`config.mk`:
```
export PLATFORM = sky130hd
export DESIGN_NAME = multicycle_control_fsm_flat
export DESIGN_NICKNAME = d
export VERILOG_FILES = /design/src/rtl/multicycle_control_fsm_pkg.sv /design/src/rtl/multicycle_control_fsm_if.sv /design/src/rtl/multicycle_control_fsm_decode.sv /design/src/rtl/multicycle_control_fsm.sv /design/src/flat_wrapper.sv
export SDC_FILE = /design/constraint.sdc
export NUM_CORES = 1
export LEC_CHECK = 0
export CORE_ASPECT_RATIO = 1.5
export CORE_MARGIN = 5
export CORE_UTILIZATION = 33
export CTS_CLUSTER_DIAMETER = 50
export DETAILED_ROUTE_END_ITERATION = 16
export PLACE_DENSITY_LB_ADDON = 0.05
export REMOVE_ABC_BUFFERS = 1
export SLEW_MARGIN = 5
export SYNTH_ARGS = -nofsm -noshare
export SYNTH_HDL_FRONTEND = slang
export SYNTH_SLANG_ARGS = --single-unit
```
`constraint.sdc`:
```
create_clock -name clk -period 3.4 [get_ports clk]
set_input_delay 1.02 -clock clk [delete_from_list [all_inputs] [get_ports clk]]
set_output_delay 1.02 -clock clk [all_outputs]
set_load 0.03 [all_outputs]
```
`src/rtl/multicycle_control_fsm_pkg.sv`:
```
// Shared encodings for the multi-cycle RISC-V sequencing controller.
// Covers opcodes, FSM states, ALU control codes, source-B selects and instruction classes.
package risc_v_ctrl_pkg;

  localparam logic [6:0] OPC_R      = 7'h33;
  localparam logic [6:0] OPC_ILOGIC = 7'h13;
  localparam logic [6:0] OPC_LUI    = 7'h37;
  localparam logic [6:0] OPC_LOAD   = 7'h03;
  localparam logic [6:0] OPC_STORE  = 7'h23;
  localparam logic [6:0] OPC_BRANCH = 7'h63;

  localparam logic [2:0] ALU_R      = 3'b000;
  localparam logic [2:0] ALU_ILOGIC = 3'b001;
  localparam logic [2:0] ALU_LUI    = 3'b010;
  localparam logic [2:0] ALU_ADD    = 3'b011;
  localparam logic [2:0] ALU_SUB    = 3'b100;

  localparam logic [1:0] SRCB_RS2  = 2'b00;
  localparam logic [1:0] SRCB_FOUR = 2'b01;
  localparam logic [1:0] SRCB_IMM  = 2'b10;

  // The trap state only exists when illegal opcodes are trapped.
  typedef enum logic [2:0] {
    S_FETCH      = 3'b000,
    S_DECODE     = 3'b001,
    S_EXECUTE    = 3'b010,
    S_MEM_ACCESS = 3'b011,
`ifdef ILLEGAL_TRAP_EN
    S_WRITEBACK  = 3'b100,
    S_TRAP       = 3'b110
`else
    S_WRITEBACK  = 3'b100
`endif
  } state_t;

  typedef enum logic [2:0] {
    CLS_NOP     = 3'd0,
    CLS_R       = 3'd1,
    CLS_ILOGIC  = 3'd2,
    CLS_LUI     = 3'd3,
    CLS_LOAD    = 3'd4,
    CLS_STORE   = 3'd5,
    CLS_BRANCH  = 3'd6,
    CLS_ILLEGAL = 3'd7
  } instr_class_t;

endpackage

```
`src/rtl/multicycle_control_fsm_if.sv`:
```
// Controller <-> datapath/memory handshake bundle.
// master: the sequencing controller; slave: the datapath and memory side.
interface multicycle_control_fsm_if;
  logic [6:0] OP_i;
  logic       Zero_i;
  logic       Mem_Ready_i;
  logic       Mem_Read_o;
  logic       Mem_Write_o;
  logic       IorD_o;
  logic       IR_Write_o;
  logic       PC_Write_o;
  logic       Branch_o;
  logic       ALU_Src_A_o;
  logic [1:0] ALU_Src_B_o;
  logic [2:0] ALU_Op_o;
  logic       Mem_to_Reg_o;
  logic       Reg_Write_o;
  logic       Mem_Timeout_o;
  logic [2:0] State_o;

  modport master (
    input  OP_i, Zero_i, Mem_Ready_i,
    output Mem_Read_o, Mem_Write_o, IorD_o, IR_Write_o, PC_Write_o, Branch_o,
           ALU_Src_A_o, ALU_Src_B_o, ALU_Op_o, Mem_to_Reg_o, Reg_Write_o,
           Mem_Timeout_o, State_o
  );

  modport slave (
    output OP_i, Zero_i, Mem_Ready_i,
    input  Mem_Read_o, Mem_Write_o, IorD_o, IR_Write_o, PC_Write_o, Branch_o,
           ALU_Src_A_o, ALU_Src_B_o, ALU_Op_o, Mem_to_Reg_o, Reg_Write_o,
           Mem_Timeout_o, State_o
  );
endinterface

```
`src/rtl/multicycle_control_fsm_decode.sv`:
```
// Combinational opcode classifier: maps IR[6:0] onto the controller's instruction class.
module instr_class_decode
  import risc_v_ctrl_pkg::*;
(
  input  logic [6:0]   op,
  output instr_class_t cls
);

  always_comb begin
    cls = CLS_ILLEGAL;
    case (op)
      OPC_R:      cls = CLS_R;
      OPC_ILOGIC: cls = CLS_ILOGIC;
      OPC_LUI:    cls = CLS_LUI;
      OPC_LOAD:   cls = CLS_LOAD;
      OPC_STORE:  cls = CLS_STORE;
      OPC_BRANCH: cls = CLS_BRANCH;
      default:    cls = CLS_ILLEGAL;
    endcase
  end

endmodule

```
`src/rtl/multicycle_control_fsm.sv`:
```
// Multi-cycle RISC-V sequencer: FETCH/DECODE/EXECUTE/MEM_ACCESS/WRITEBACK with memory timeout.
// Define ILLEGAL_TRAP_EN to park illegal opcodes in a TRAP state; otherwise they run as NOPs.
module multicycle_control_fsm
  import risc_v_ctrl_pkg::*;
#(
  parameter int unsigned MEM_TIMEOUT = 255
) (
  input logic                      clk,
  input logic                      reset,
  multicycle_control_fsm_if.master bus
);

  state_t       state;
  instr_class_t cls;
  instr_class_t dec_cls;
  logic [7:0]   wait_cnt;
  logic         timeout_q;
  logic         waiting;
  logic         abort;

  instr_class_decode u_decode (
    .op  (bus.OP_i),
    .cls (dec_cls)
  );

  // A ready in the limit cycle still completes, so abort needs ready low.
  assign waiting = ((state == S_FETCH) || (state == S_MEM_ACCESS)) && !bus.Mem_Ready_i;
  assign abort   = waiting && (wait_cnt == 8'(MEM_TIMEOUT));

  always_ff @(posedge clk) begin
    if (reset) begin
      state     <= S_FETCH;
      cls       <= CLS_NOP;
      wait_cnt  <= 8'd0;
      timeout_q <= 1'b0;
    end else begin
      wait_cnt <= (waiting && !abort) ? wait_cnt + 8'd1 : 8'd0;
      if (abort) timeout_q <= 1'b1;
      case (state)
        S_FETCH: begin
          if (bus.Mem_Ready_i) state <= S_DECODE;
        end
        S_DECODE: begin
          cls <= dec_cls;
          if (dec_cls == CLS_ILLEGAL) begin
`ifdef ILLEGAL_TRAP_EN
            state <= S_TRAP;
`else
            state <= S_FETCH;
`endif
          end else begin
            state <= S_EXECUTE;
          end
        end
        S_EXECUTE: begin
          case (cls)
            CLS_LOAD, CLS_STORE:          state <= S_MEM_ACCESS;
            CLS_R, CLS_ILOGIC, CLS_LUI:   state <= S_WRITEBACK;
            default:                      state <= S_FETCH;
          endcase
        end
        S_MEM_ACCESS: begin
          if (bus.Mem_Ready_i)  state <= (cls == CLS_LOAD) ? S_WRITEBACK : S_FETCH;
          else if (abort)       state <= S_FETCH;
        end
        S_WRITEBACK: state <= S_FETCH;
`ifdef ILLEGAL_TRAP_EN
        S_TRAP:      state <= S_TRAP;
`endif
        default:     state <= S_FETCH;
      endcase
    end
  end

  // Strobes are forced low during reset so an interrupted access never writes.
  always_comb begin
    bus.Mem_Read_o    = 1'b0;
    bus.Mem_Write_o   = 1'b0;
    bus.IorD_o        = 1'b0;
    bus.IR_Write_o    = 1'b0;
    bus.PC_Write_o    = 1'b0;
    bus.Branch_o      = 1'b0;
    bus.ALU_Src_A_o   = 1'b0;
    bus.ALU_Src_B_o   = SRCB_RS2;
    bus.ALU_Op_o      = ALU_R;
    bus.Mem_to_Reg_o  = 1'b0;
    bus.Reg_Write_o   = 1'b0;
    if (!reset) begin
      case (state)
        S_FETCH: begin
          bus.Mem_Read_o  = 1'b1;
          bus.ALU_Src_B_o = SRCB_FOUR;
          bus.ALU_Op_o    = ALU_ADD;
          bus.IR_Write_o  = bus.Mem_Ready_i;
          bus.PC_Write_o  = bus.Mem_Ready_i;
        end
        S_DECODE: begin
          bus.ALU_Src_B_o = SRCB_IMM;
          bus.ALU_Op_o    = ALU_ADD;
        end
        S_EXECUTE: begin
          bus.ALU_Src_A_o = 1'b1;
          case (cls)
            CLS_R:      begin bus.ALU_Src_B_o = SRCB_RS2; bus.ALU_Op_o = ALU_R;      end
            CLS_ILOGIC: begin bus.ALU_Src_B_o = SRCB_IMM; bus.ALU_Op_o = ALU_ILOGIC; end
            CLS_LUI:    begin bus.ALU_Src_B_o = SRCB_IMM; bus.ALU_Op_o = ALU_LUI;    end
            CLS_LOAD,
            CLS_STORE:  begin bus.ALU_Src_B_o = SRCB_IMM; bus.ALU_Op_o = ALU_ADD;    end
            CLS_BRANCH: begin
              bus.ALU_Src_B_o = SRCB_RS2;
              bus.ALU_Op_o    = ALU_SUB;
              bus.Branch_o    = 1'b1;
            end
            default: ;
          endcase
        end
        S_MEM_ACCESS: begin
          bus.IorD_o      = 1'b1;
          bus.Mem_Read_o  = (cls == CLS_LOAD);
          bus.Mem_Write_o = (cls == CLS_STORE);
        end
        S_WRITEBACK: begin
          bus.Reg_Write_o  = 1'b1;
          bus.Mem_to_Reg_o = (cls == CLS_LOAD);
        end
        default: ;
      endcase
    end
  end

  assign bus.Mem_Timeout_o = timeout_q;
  assign bus.State_o       = state;

endmodule

```
`src/flat_wrapper.sv`:
```
// flat-port wrapper written by rule: the top's interface ports become plain ports
module multicycle_control_fsm_flat import risc_v_ctrl_pkg::*;
#(
  parameter int unsigned MEM_TIMEOUT = 255
)
  (clk, reset, bus_OP_i, bus_Zero_i, bus_Mem_Ready_i, bus_Mem_Read_o, bus_Mem_Write_o, bus_IorD_o, bus_IR_Write_o, bus_PC_Write_o, bus_Branch_o, bus_ALU_Src_A_o, bus_ALU_Src_B_o, bus_ALU_Op_o, bus_Mem_to_Reg_o, bus_Reg_Write_o, bus_Mem_Timeout_o, bus_State_o);
  multicycle_control_fsm_if bus_i ();
  input logic clk;
  input logic reset;
  input wire logic [$bits(bus_i.OP_i)-1:0] bus_OP_i;
  input wire logic [$bits(bus_i.Zero_i)-1:0] bus_Zero_i;
  input wire logic [$bits(bus_i.Mem_Ready_i)-1:0] bus_Mem_Ready_i;
  output wire logic [$bits(bus_i.Mem_Read_o)-1:0] bus_Mem_Read_o;
  output wire logic [$bits(bus_i.Mem_Write_o)-1:0] bus_Mem_Write_o;
  output wire logic [$bits(bus_i.IorD_o)-1:0] bus_IorD_o;
  output wire logic [$bits(bus_i.IR_Write_o)-1:0] bus_IR_Write_o;
  output wire logic [$bits(bus_i.PC_Write_o)-1:0] bus_PC_Write_o;
  output wire logic [$bits(bus_i.Branch_o)-1:0] bus_Branch_o;
  output wire logic [$bits(bus_i.ALU_Src_A_o)-1:0] bus_ALU_Src_A_o;
  output wire logic [$bits(bus_i.ALU_Src_B_o)-1:0] bus_ALU_Src_B_o;
  output wire logic [$bits(bus_i.ALU_Op_o)-1:0] bus_ALU_Op_o;
  output wire logic [$bits(bus_i.Mem_to_Reg_o)-1:0] bus_Mem_to_Reg_o;
  output wire logic [$bits(bus_i.Reg_Write_o)-1:0] bus_Reg_Write_o;
  output wire logic [$bits(bus_i.Mem_Timeout_o)-1:0] bus_Mem_Timeout_o;
  output wire logic [$bits(bus_i.State_o)-1:0] bus_State_o;
  assign bus_i.OP_i = bus_OP_i;
  assign bus_i.Zero_i = bus_Zero_i;
  assign bus_i.Mem_Ready_i = bus_Mem_Ready_i;
  assign bus_Mem_Read_o = bus_i.Mem_Read_o;
  assign bus_Mem_Write_o = bus_i.Mem_Write_o;
  assign bus_IorD_o = bus_i.IorD_o;
  assign bus_IR_Write_o = bus_i.IR_Write_o;
  assign bus_PC_Write_o = bus_i.PC_Write_o;
  assign bus_Branch_o = bus_i.Branch_o;
  assign bus_ALU_Src_A_o = bus_i.ALU_Src_A_o;
  assign bus_ALU_Src_B_o = bus_i.ALU_Src_B_o;
  assign bus_ALU_Op_o = bus_i.ALU_Op_o;
  assign bus_Mem_to_Reg_o = bus_i.Mem_to_Reg_o;
  assign bus_Reg_Write_o = bus_i.Reg_Write_o;
  assign bus_Mem_Timeout_o = bus_i.Mem_Timeout_o;
  assign bus_State_o = bus_i.State_o;
  multicycle_control_fsm #(.MEM_TIMEOUT(MEM_TIMEOUT)) u_core (.clk(clk), .reset(reset), .bus(bus_i));
endmodule
```
After elaboration in Yosys (flattened, before gate mapping)
Index checks and enable logic that the tools add are counted.
{"block": "classes", "n_addsub": 1, "n_eq_ne": 20, "n_mux": 31, "bitwise_logic": 1, "n_reduce_logical": 13}
{"cell": "$pmux W3 S4", "n": 2}
{"cell": "$eq A7 B6 Y1 const B", "n": 3}
{"cell": "$pmux W3 S6", "n": 1}
{"cell": "$mux W1", "n": 16}
{"cell": "$eq A3 B3 Y1 const B", "n": 5}
{"cell": "$mux W3", "n": 5}
{"cell": "$eq A3 B2 Y1 const B", "n": 4}
{"cell": "$pmux W3 S2", "n": 2}
{"cell": "$add A8 B1 Y8 const B", "n": 1}
{"cell": "$eq A8 B8 Y1 const B", "n": 1}
{"cell": "$eq A7 B2 Y1 const B", "n": 1}
{"cell": "$eq A7 B5 Y1 const B", "n": 1}
{"cell": "$eq A7 B7 Y1 const B", "n": 1}
{"cell": "$eq A3 B1 Y1 const B", "n": 2}
{"cell": "$mux W2", "n": 3}
{"cell": "$pmux W2 S3", "n": 1}
{"cell": "$reduce_or A2 Y1", "n": 3}
{"cell": "$reduce_or A4 Y1", "n": 1}
{"cell": "$logic_and A1 B1 Y1", "n": 3}
{"cell": "$logic_not A3 Y1", "n": 1}
{"cell": "$ne A3 B2 Y1 const B", "n": 1}
{"cell": "$reduce_or A3 Y1", "n": 1}
{"cell": "$logic_not A1 Y1", "n": 2}
{"cell": "$ne A2 B2 Y1 const B", "n": 1}
{"cell": "4 further kinds", "n": 4}
{"block": "totals", "reg_bits": 15, "inputBits": 11, "out_inout_bits": 18, "word_cells": 70}

Depth between registers and ports, before layout
Gate-level depths: netlist (run 1).
{"block": "depth", "ltp_word": 8, "depth_mapped": 6}

Modules after synthesis
Synthesis (run 1) repeated with hierarchy kept, for this count alone.
{"block": "hier_totals", "cells_unflattened": 108, "hier_area_um2": 964.7}
{"module": "multicycle_control_fsm", "instances": 1, "cells_each": 99, "area_each_um2": 899.6, "seq_area_each_um2": 300.3}
{"module": "instr_class_decode", "instances": 1, "cells_each": 9, "area_each_um2": 65.1, "seq_area_each_um2": 0.0}

Least setup slack after synthesis (run 1)
OpenSTA, ideal clock, no wires.
{"block": "synth_timing", "path_type": "input port to output port", "from": "input port reset", "to": "output port bus_PC_Write_o", "arrival_time_ps": 2649, "t_required_ps": 2380, "slack_ps": -269, "path_stages": 3, "path_cell_list": "nor4_1 and2_1 buf_4"}
{"block": "synth_via", "elab_chain_cells": 1}
{"element": "from (decl)", "line": "flat_wrapper.sv:9", "rtl": "input logic reset;"}
{"element": "$mux W1"}
{"element": "to (decl)", "line": "flat_wrapper.sv:17", "rtl": "output wire logic [$bits(bus_i.PC_Write_o)-1:0] bus_PC_Write_o;"}
Every way passes these cells.

Worst setup path in the final report (run 1)
{"block": "layout_timing", "from": "input port reset", "to": "output port bus_ALU_Op_o[2]"}
{"block": "layout_via", "elab_chain_cells": 1}
{"element": "$mux W3", "line": "multicycle_control_fsm.sv:88", "rtl": "if (!reset) begin"}
{"element": "to (decl)", "line": "flat_wrapper.sv:21", "rtl": "output wire logic [$bits(bus_i.ALU_Op_o)-1:0] bus_ALU_Op_o;"}
Every way passes these cells.

==> results of run 1 <==
critical path, cell delays in order:
cell and delay (ns):
clkdlybuf4s50_1 0.56, nor3_1 0.33, and3_1 0.20, buf_4 0.15
metal layers:
layer / track usage / up-vias
met3: 0.0223 / 2
li1: - / 443
met4: 0.0483 / 0
met5: 0 / -
met1: 0.133 / 397
met2: 0.227 / 15
cell type report:
cell class	instances	area, um2
clock buffer	3	41.3
clock inverter	1	7.51
fill	293	1400
inverter	7	26.3
multi-input combinational	83	539
sequential	15	300
tap	37	46.3
timing repair buffer	30	258
through the flow:
| step | total power, uW | instance area, um2 | util | hold slack, ns |
|---|---|---|---|---|
| 4_1_cts | 405 | 1210 | 0.461 | 0.477 |
| 3_5_place_dp | 260 | 1160 | 0.442 | 0.461 |
| 2_1_floorplan | 225 | 853 | - | 0.430 |
| 6_report | 399 | 1220 | 0.465 | 0.473 |
| 3_3_place_gp | 260 | 1160 | 0.442 | 0.454 |
| 5_1_grt | 420 | 1220 | 0.465 | 0.497 |
power breakdown:
part	switching, uW	internal, uW
clock network	60.7	82.1
logic	36.4	30.9
registers	8.94	180
how the worst max path moves through the flow:
stage / end / from
after floorplan: bus_Mem_to_Reg_o / reset
after global placement: bus_Mem_to_Reg_o / reset
after detailed placement: bus_Mem_to_Reg_o / reset
after CTS: bus_Mem_to_Reg_o / reset
after global routing: bus_ALU_Op_o[2] / reset
final: bus_ALU_Op_o[2] / reset
cells by family after synthesis:
kind of cell,count (synthesis),share of synthesized area
buffers and inverters,12,0.0664
xor gates and xnor gates,6,0.0593
and+or+nand+nor,57,0.359
adders and majority gates,3,0.0424
muxes,1,0.0113
DFF,15,0.339
AOI/OAI and AO/OA,16,0.123
Yosys cell counts:
cell type  number  area, um2
a2111oi_2       1       15.0
a211oi_1        2       15.0
a21boi_0        1       7.51
a21o_1          1       7.51
a21oi_1         4       20.0
a31oi_1         1       6.26
a41oi_1         1       8.76
and2_0          1       6.26
and2_1          2       12.5
and3_1          4       25.0
and4_1          2       17.5
buf_2           2       10.0
buf_4           1       7.51
buf_6           1       11.3
clkbuf_1        1       3.75
dfxtp_1        15        300
ha_1            3       37.5
inv_1           7       26.3
mux2i_1         1       10.0
nand2_1         2       7.51
nand2b_1        4       25.0
nand3_1         5       25.0
nand4_1         4       25.0
nand4b_2        1       15.0
nor2_1         19       71.3
nor2b_1         3       18.8
nor3_1          7       35.0
nor3b_4         1       18.8
nor4_1          1       6.26
nor4b_1         1       8.76
o21ai_0         2       10.0
o21ai_1         1       5.00
o22ai_1         1       6.26
o31ai_1         1       7.51
xnor2_1         2       17.5
xor2_1          4       35.0
state kept, by name, indices dropped and copies added, names as in the netlist:
| signal | flops |
|---|---|
| u_core.wait_cnt | 8 |
| u_core.cls | 3 |
| u_core.bus.Mem_Timeout_o | 1 |
| u_core.bus.State_o | 3 |
==> summary.txt, run 1 <==
Global routing
  – Vias in the first global route: 841
  – Remaining Overflow, GRT: 0
  – Gr usage total: 0.122
  – First-pass GRT wire length: 3.65 mm
  – Pin count of the biggest net entering global routing: 15
  – Initial antenna violation count: 0

Critical path
  – Setup crit start kind: input port
  – R2R depth: 4
  – Critical Path Sink Type: output port
  – Worst Setup Path Type: input port to output port
  – Critical-path maximum fanout: 7
  – R2R Path End: u_core.cls[2]
  – Reg2Reg Setup Slack: 1.73 ns
  – Worst Path Arrival: 2.27 ns
  – Critical path data required time: 2.38 ns
  – Critical R2R Launch: u_core.bus.State_o[0]

Timing
  – Clock period minus worst slack: 3.29 ns
  – Crit share post-route: 0.966
  – Max-slew headroom: 0.667
  – Final Setup Violations: 0
  – Least-Margin Pin Slew: 0.499 ns
  – Setup TNS: 0 ns
  – Hold Fails Final Rpt: 0
  – F_max: 304 MHz
  – Post-route setup slack: 0.115 ns
  – Setup Skew: 0.00459 ns
  – RSZ-0062 raised after global routing: no
  – Max-slew violations: 0

Routing
  – WL final: 2.12 mm
  – DR iter-0 viols: 16
  – Routed WL per cell: 12.1 um
  – DR vias/cell: 4.87
  – Met3 Routed Length: 73 um
  – Met1 wire length: 860 um
  – Drt first pass iters: 6
  – Highest routed layer: met4
  – Post-DRT Antenna Nets: 0
  – DR WL met2: 1.16 mm
  – DRC: 0
  – Detailed-route via count: 857

Placement
  – DP Worst Slack: 0.0865 ns
  – Placed cell count: 172
  – Port bufs: 27
  – Final HPWL DP: 1.72 mm
  – Placer Congestion: 0.707

Layout
  – Most common cell after layout, fill and taps aside: nor2_1
  – Area grow syn2layout: 37.6%
  – Antenna fix cells: 0
  – Most frequent cells in the layout: 19 x nor2_1, 17 x buf_4, 15 x dfxtp_1
  – Cell Count, Final, Fillers Out: 176
  – Nets: 154
  – Share of layout cells above drive strength 1: 0.187

Clocking
  – Sink Count: 15
  – Clk pin slew, worst setup/hold paths: 0.06 ns
  – Cts-stage hold buffer count: 0
  – Root buf cell: clkbuf_8
  – Resize count post-CTS: 0
  – H-tree levels: 1
  – CTS tree: built
  – Cts bufs inserted: 3
  – # Post-CTS Setup Buffers: 0
  – Clock Latency Late Sink: 0.24 ns
  – CTS Buffer Depth: 2

Pwr
  – Peak supply drop: 0.138 mV
  – Leak: 0.000491 uW
  – Pwr/cell area: 328 nW/um2

Worst hold path
  – Hold Path Stages: 2
  – Hold path start: u_core.bus.Mem_Timeout_o
  – Hold EP: u_core.bus.Mem_Timeout_o
  – Hold Crit Class: register to register

Die
  – Die Height: 73.5 um
  – IO Count: 29
  – Std cell rows: 23
  – Die X: 52.3 um
  – Core area: 2620 um2
  – Die area: 3840 um2
  – Initial cell density of the core: 0.338

Synthesis
  – Mean area per synthesized cell: 8.05 um2
  – Synth unique cells: 36
  – Cell Area, Synth: 886 um2
  – Synthesis-stage register bit count: 15
  – Ys Warns: 0
  – Register area share after synthesis: 0.339
  – Mapped Cells: 110

Run status
  – Result of the run: finished clean

Run
  – Maxcap violations: 0
Note: power is estimated with default switching activity, not from simulation.
==> inputs of run 2 (changes only) <==
--- a/config.mk
+++ b/config.mk
@@ -5,6 +5,7 @@
 export SDC_FILE = /design/constraint.sdc
 export NUM_CORES = 1
 export LEC_CHECK = 0
+export CAP_MARGIN = 0
 export CORE_ASPECT_RATIO = 1.5
 export CORE_MARGIN = 5
 export CORE_UTILIZATION = 33
==> constraint.sdc (replaced) <==
create_clock -name clk -period 3.4 [get_ports clk]
set_input_delay 1.02 -clock clk [delete_from_list [all_inputs] [get_ports clk]]
set_output_delay 1.02 -clock clk [all_outputs]
set_load 0.05 [all_outputs]
==> run 2 against run 1 <==
Fmax decreased by 0.30%. Combinational power increased by 37%. Sequential share of layout area decreased by 3.5 points. Die area unchanged. Worst hold slack about the same. Critical path type unchanged. Largest cell class unchanged.
==> summary.txt, run 2 (synthesis results as in run 1) <==
Run status
  – Result of the run: finished clean

Critical path
  – Reg2Reg Setup Slack: 1.74 ns (about the same)
  – Slowest CP cell: clkdlybuf4s50_1
  – R2R Path End: u_core.cls[2]
  – Worst setup path endpoint: bus_Mem_Write_o
  – Worst-path cell chain: clkdlybuf4s50_1 > nor2_1 > and4_1 > buf_12
  – Critical path data required time: 2.38 ns (about the same)
  – Worst Path Arrival: 2.27 ns (about the same)
  – Worst Setup Path Type: input port to output port
  – Critical R2R Launch: u_core.bus.State_o[0]
  – Max incr delay on CP: 0.54 ns (-0.02 ns)
  – Critical-path maximum fanout: 7 (unchanged)
  – Critical Path Sink Type: output port
  – Setup crit start kind: input port
  – R2R depth: 4 (unchanged)
  – Crit path from: reset

Global routing
  – Remaining Overflow, GRT: 0 (unchanged)
  – Initial antenna violation count: 0 (unchanged)
  – Vias in the first global route: 888 (+5.6%)
  – Pin count of the biggest net entering global routing: 15 (unchanged)
  – First-pass GRT wire length: 3.92 mm (+7.4%)
  – Gr usage total: 0.131 (+0.00844)

Layout
  – Nets: 157 (+1.9%)
  – Cell Count, Final, Fillers Out: 179 (+1.7%)
  – Top reg by flops: u_core.wait_cnt
  – Most common cell after layout, fill and taps aside: nor2_1
  – Max FFs per register: 8 (unchanged)
  – Area grow syn2layout: 60.5%
  – Design area: 1420 um2 (+17%)
  – Antenna fix cells: 0 (unchanged)
  – Most frequent cells in the layout: 19 x nor2_1, 15 x dfxtp_1, 14 x buf_12
  – Share of layout cells above drive strength 1: 0.211 (+0.0242)

Routing
  – Post-DRT Antenna Nets: 0 (unchanged)
  – Routed WL per cell: 12.2 um (+1.5%)
  – Detailed-route via count: 872 (+1.8%)
  – WL final: 2.19 mm (+3.2%)
  – Drt first pass iters: 3 (-3)
  – DR iter-0 viols: 9 (-7)
  – DRC: 0 (unchanged)
  – DR vias/cell: 4.87 (about the same)

Timing
  – RSZ-0062 raised after global routing: no
  – Max-slew violations: 0 (unchanged)
  – Hold Fails Final Rpt: 0 (unchanged)
  – Post-route setup slack: 0.105 ns (-0.00979 ns)
  – Setup Skew: 0.00603 ns (+0.00144 ns)
  – Clock period minus worst slack: 3.29 ns (+0.00979 ns)
  – Least-Margin Pin Slew: 0.514 ns (+0.0149 ns)
  – Max-slew headroom: 0.657 (-0.00994)
  – F_max: 303 MHz (-0.30%)
  – Crit share post-route: 0.969 (+0.00288)
  – Final Setup Violations: 0 (unchanged)

Clocking
  – # Post-CTS Setup Buffers: 0 (unchanged)
  – Clock Latency Late Sink: 0.25 ns (about the same)
  – Cts bufs inserted: 3 (unchanged)
  – Cts-stage hold buffer count: 0 (unchanged)
  – Clk pin slew, worst setup/hold paths: 0.07 ns (about the same)
  – H-tree levels: 1 (unchanged)
  – CTS tree: built
  – CTS Buffer Depth: 2 (unchanged)
  – Root buf cell: clkbuf_8
  – Sink Count: 15 (unchanged)

Die
  – Die X: 52.3 um (unchanged)
  – Std cell rows: 23 (unchanged)
  – Initial cell density of the core: 0.338 (unchanged)
  – Core area: 2620 um2 (unchanged)
  – IO Count: 29 (unchanged)
  – Die area: 3840 um2 (unchanged)
  – Die Height: 73.5 um (unchanged)

Placement
  – Final HPWL DP: 1.80 mm (+4.8%)
  – Placer Congestion: 0.732 (+3.5%)
  – Placed cell count: 175 (+1.7%)
  – DP Worst Slack: 0.0611 ns (-0.0254 ns)
  – Port bufs: 27 (unchanged)
  – DP Area: 1360 um2 (+17%)

Worst hold path
  – Hold path start: u_core.wait_cnt[0]
  – Hold Crit Class: register to register

Pwr
  – Leak: 0.000556 uW (+13%)
  – Peak supply drop: 0.235 mV (+71%)
  – Pwr/cell area: 301 nW/um2 (-8.1%)

Run
  – Maxcap violations: 0 (unchanged)
## run 2: layout make-up
type / count / area, um2
Tap cell: 37 / 46.3
Sequential cell: 15 / 300
Fill cell: 251 / 1200
Multi-Input combinational cell: 83 / 544
Timing Repair Buffer: 33 / 455
Clock buffer: 3 / 41.3
Inverter: 7 / 26.3
Clock inverter: 1 / 7.51
## run 2: repair_timing
action / 4_1_cts / 5_1_grt
setup endpoints to repair: 0 / 4
hold endpoints to repair: 0 / 0
gates resized for setup: 0 / 3
## run 2: through the flow
step | total power [uW] | hold WS (ns) | utilization | TNS (ns)
global placement | 284 | 0.445 | 0.517 | 0
detailed placement | 285 | 0.462 | 0.517 | 0
finish | 428 | 0.473 | 0.543 | 0
floorplan | 234 | 0.430 | - | -4.70
global route | 447 | 0.517 | 0.543 | 0
CTS | 430 | 0.478 | 0.536 | 0
## run 2: report_power, final
| part | total [uW] | internal [uW] | leakage, uW | switching (uW) |
|---|---|---|---|---|
| registers | 189 | 180 | 0.000122 | 8.77 |
| clock network | 147 | 82.3 | 0.0000217 | 64.4 |
| logic | 92.3 | 44.0 | 0.000412 | 48.3 |
## run 2: worst min path at each step
stage | to | slack (ns) | cells past startpoint
2_1_floorplan | u_core.wait_cnt[0] | 0.43 | 1
6_report | u_core.wait_cnt[0] | 0.47 | 1
3_5_place_dp | u_core.wait_cnt[0] | 0.46 | 1
5_1_grt | u_core.wait_cnt[0] | 0.52 | 1
4_1_cts | u_core.wait_cnt[0] | 0.48 | 1
3_3_place_gp | u_core.wait_cnt[0] | 0.45 | 1
## run 2: worst max-delay path: cells and delay by family
| kind | cells | cell delay (ns) |
|---|---|---|
| buf+inv | 2 | 0.69 |
| simple gates | 2 | 0.56 |
## run 2: layer usage
metal / routed length, um / GRT usage / vias up
met2: 1190 / 0.238 / 18
met3: 65 / 0.0304 / 5
met5: 0 / 0 / -
li1: - / - / 451
met1: 908 / 0.148 / 398
met4: 24 / 0.0369 / 0
==> inputs of run 3 (changes only) <==
--- a/config.mk
+++ b/config.mk
@@ -8,12 +8,12 @@
 export CAP_MARGIN = 0
 export CORE_ASPECT_RATIO = 1.5
 export CORE_MARGIN = 5
-export CORE_UTILIZATION = 33
+export CORE_UTILIZATION = 30
 export CTS_CLUSTER_DIAMETER = 50
 export DETAILED_ROUTE_END_ITERATION = 16
 export PLACE_DENSITY_LB_ADDON = 0.05
 export REMOVE_ABC_BUFFERS = 1
-export SLEW_MARGIN = 5
+export SLEW_MARGIN = 20
 export SYNTH_ARGS = -nofsm -noshare
 export SYNTH_HDL_FRONTEND = slang
 export SYNTH_SLANG_ARGS = --single-unit
==> run 3 against run 2 <==
First-iteration DRC count grew to 2.6 times the previous value. Routed wire length grew 7.4%. Global-route usage is essentially flat.
==> summary.txt, run 3 (synthesis results as in run 1) <==
Pwr
  – Switching Share: 0.274 (-0.00942)
  – Logic gate share of total power: 0.225 (+0.009)
  – Leak: 0.000571 uW (+2.8%)
  – Peak supply drop: 0.125 mV (-47%)
  – Internal power: 308 uW (+0.41%)
  – Clock power share: 0.329 (-0.014)
  – Pwr/cell area: 296 nW/um2 (-1.8%)
  – Sequential share of power: 0.446 (+0.004)
  – P_sw: 116 uW (-4.2%)

Timing
  – Hold Fails Final Rpt: 0 (unchanged)
  – Crit share post-route: 0.969 (about the same)
  – Clock period minus worst slack: 3.29 ns (-0.00139 ns)
  – RSZ-0062 raised after global routing: no
  – Max-slew violations: 0 (unchanged)
  – Setup TNS: 0 ns (unchanged)
  – Final Setup Violations: 0 (unchanged)
  – F_max: 304 MHz (about the same)
  – Max-slew headroom: 0.660 (+0.00352)
  – Least-Margin Pin Slew: 0.508 ns (-0.00617 ns)
  – Setup Skew: 0.00254 ns (-0.00348 ns)
  – Final hold slack: 0.466 ns (-0.00677 ns)

Routing
  – Highest routed layer: met4
  – Post-DRT Antenna Nets: 0 (unchanged)
  – Detailed-route via count: 869 (-0.34%)
  – WL final: 2.35 mm (+7.4%)
  – Routed WL per cell: 12.8 um (+4.5%)
  – DR WL met2: 1.28 mm (+7.7%)
  – DR iter-0 viols: 23 (+14)
  – DR vias/cell: 4.72 (-3.1%)
  – DRC: 0 (unchanged)
  – Met1 wire length: 945 um (+4.1%)
  – Met3 Routed Length: 115 um (+77%)
  – Drt first pass iters: 4 (+1)

Critical path
  – Critical Path Sink Type: output port
  – Critical R2R Launch: u_core.bus.State_o[0]
  – Reg2Reg Setup Slack: 1.72 ns (-0.02 ns)
  – Worst Path Arrival: 2.27 ns (about the same)
  – Worst-path cell chain: clkdlybuf4s50_1 > buf_4 > nor3_1 > and3_1 > buf_12
  – Slowest CP cell: clkdlybuf4s50_1
  – Setup crit start kind: input port
  – Critical path data required time: 2.38 ns (about the same)
  – Worst Setup Path Type: input port to output port
  – Critical-path maximum fanout: 8 (+1)
  – R2R Path End: u_core.cls[2]
  – Max incr delay on CP: 0.40 ns (-0.14 ns)
  – R2R depth: 4 (unchanged)

Worst hold path
  – Hold EP: u_core.wait_cnt[0]
  – Hold path start: u_core.wait_cnt[0]
  – Hold Crit Class: register to register
  – Hold Path Stages: 1 (unchanged)

Clocking
  – Cts-stage hold buffer count: 0 (unchanged)
  – Sink Count: 15 (unchanged)
  – Clock Latency Late Sink: 0.24 ns (about the same)
  – Cts bufs inserted: 3 (unchanged)
  – CTS Buffer Depth: 2 (unchanged)
  – Clk pin slew, worst setup/hold paths: 0.06 ns (about the same)
  – H-tree levels: 1 (unchanged)
  – CTS tree: built
  – Root buf cell: clkbuf_8

Die
  – Core area: 2880 um2 (+10%)
  – Die Height: 76.6 um (+4.2%)
  – Std cell rows: 24 (+4.3%)
  – Initial cell density of the core: 0.307 (-0.0310)
  – Die X: 54.4 um (+3.9%)
  – IO Count: 29 (unchanged)
  – Die area: 4160 um2 (+8.3%)

Placement
  – Final HPWL DP: 1.91 mm (+6.2%)
  – Placer Congestion: 0.734 (+0.33%)
  – Port bufs: 27 (unchanged)
  – Placed cell count: 180 (+2.9%)

Layout
  – Most common cell after layout, fill and taps aside: nor2_1
  – Area grow syn2layout: 61.9%
  – Nets: 160 (+1.9%)
  – Filler instances: 288 (+15%)
  – Most frequent cells in the layout: 19 x nor2_1, 15 x dfxtp_1, 14 x buf_12
  – Max FFs per register: 8 (unchanged)
  – Antenna fix cells: 0 (unchanged)
  – Top reg by flops: u_core.wait_cnt
  – Share of layout cells above drive strength 1: 0.221 (+0.00942)
  – Cell Count, Final, Fillers Out: 184 (+2.8%)

Global routing
  – Initial antenna violation count: 0 (unchanged)
  – Gr usage total: 0.131 (about the same)
  – Pin count of the biggest net entering global routing: 15 (unchanged)
  – Remaining Overflow, GRT: 0 (unchanged)
  – First-pass GRT wire length: 4.15 mm (+5.8%)
  – Vias in the first global route: 919 (+3.5%)

Run
  – Maxcap violations: 0 (unchanged)

Run status
  – Result of the run: finished clean
[run 3: cell count changes in the layout (fill, tap and decap cells not counted)]
cell | previous run | this run
nor3_1 | 6 | 7
clkinvlp_4 | 1 | 0
buf_4 | 6 | 9
nor4_1 | 0 | 1
and2_1 | 2 | 1
nor3_2 | 1 | 0
and2_2 | 0 | 1
nor4_2 | 1 | 0
clkinv_2 | 0 | 1
[run 3: layout make-up]
| type | count | area, um2 | share of cell area |
|---|---|---|---|
| Multi-Input combinational cell | 83 | 534 | 0.373 |
| Clock inverter | 1 | 5.00 | 0.00349 |
| Tap cell | 39 | 48.8 | 0.0340 |
| Sequential cell | 15 | 300 | 0.209 |
| Timing Repair Buffer | 36 | 478 | 0.333 |
| Clock buffer | 3 | 41.3 | 0.0288 |
| Inverter | 7 | 26.3 | 0.0183 |
[run 3: worst max-delay path by stage]
stage / from / slack (ns) / depth (start not counted) / endpoint
after floorplan: reset / -1.07 / 2 / bus_IR_Write_o
after global placement: reset / 0.05 / 5 / bus_Mem_to_Reg_o
after global routing: reset / 0.06 / 5 / bus_ALU_Op_o[2]
after detailed placement: reset / 0.04 / 5 / bus_Mem_to_Reg_o
after CTS: reset / 0.04 / 5 / bus_Mem_to_Reg_o
final: reset / 0.11 / 5 / bus_ALU_Op_o[2]
[run 3: per-stage QoR]
stage	cell area, um2	power [uW]	util	setup slack, ns
floorplan	853	234	-	-1.07
global placement	1380	288	0.479	0.0507
detailed placement	1380	289	0.479	0.0431
CTS	1430	431	0.495	0.0359
global route	1430	446	0.497	0.0575
finish	1430	424	0.497	0.106
[run 3: power groups by stage]
stage                     clock network, uW  logic [uW]  registers, uW
after detailed placement                  0        95.8            193
after floorplan                           0        41.6            193
after global placement                    0        95.1            193
after global routing                    153         103            190
final                                   139        95.7            189
after CTS                               145        96.3            189
[run 3: repair_timing]
item	in CTS	in global routing
setup buffers	0	0
endpoints found under the setup margin	0	1
gates resized for setup	0	2
[run 3: routing by layer]
| metal | track usage | vias to the layer above |
|---|---|---|
| met5 | 0 | - |
| met4 | 0.0449 | 0 |
| met3 | 0.0333 | 2 |
| met2 | 0.228 | 17 |
| met1 | 0.145 | 394 |
| li1 | - | 456 |
[run 3: worst max-delay path, delay by kind of cell]
| family | cells | cell delay, ns |
|---|---|---|
| and+or+nand+nor | 2 | 0.54 |
| buffers and inverters | 3 | 0.72 |
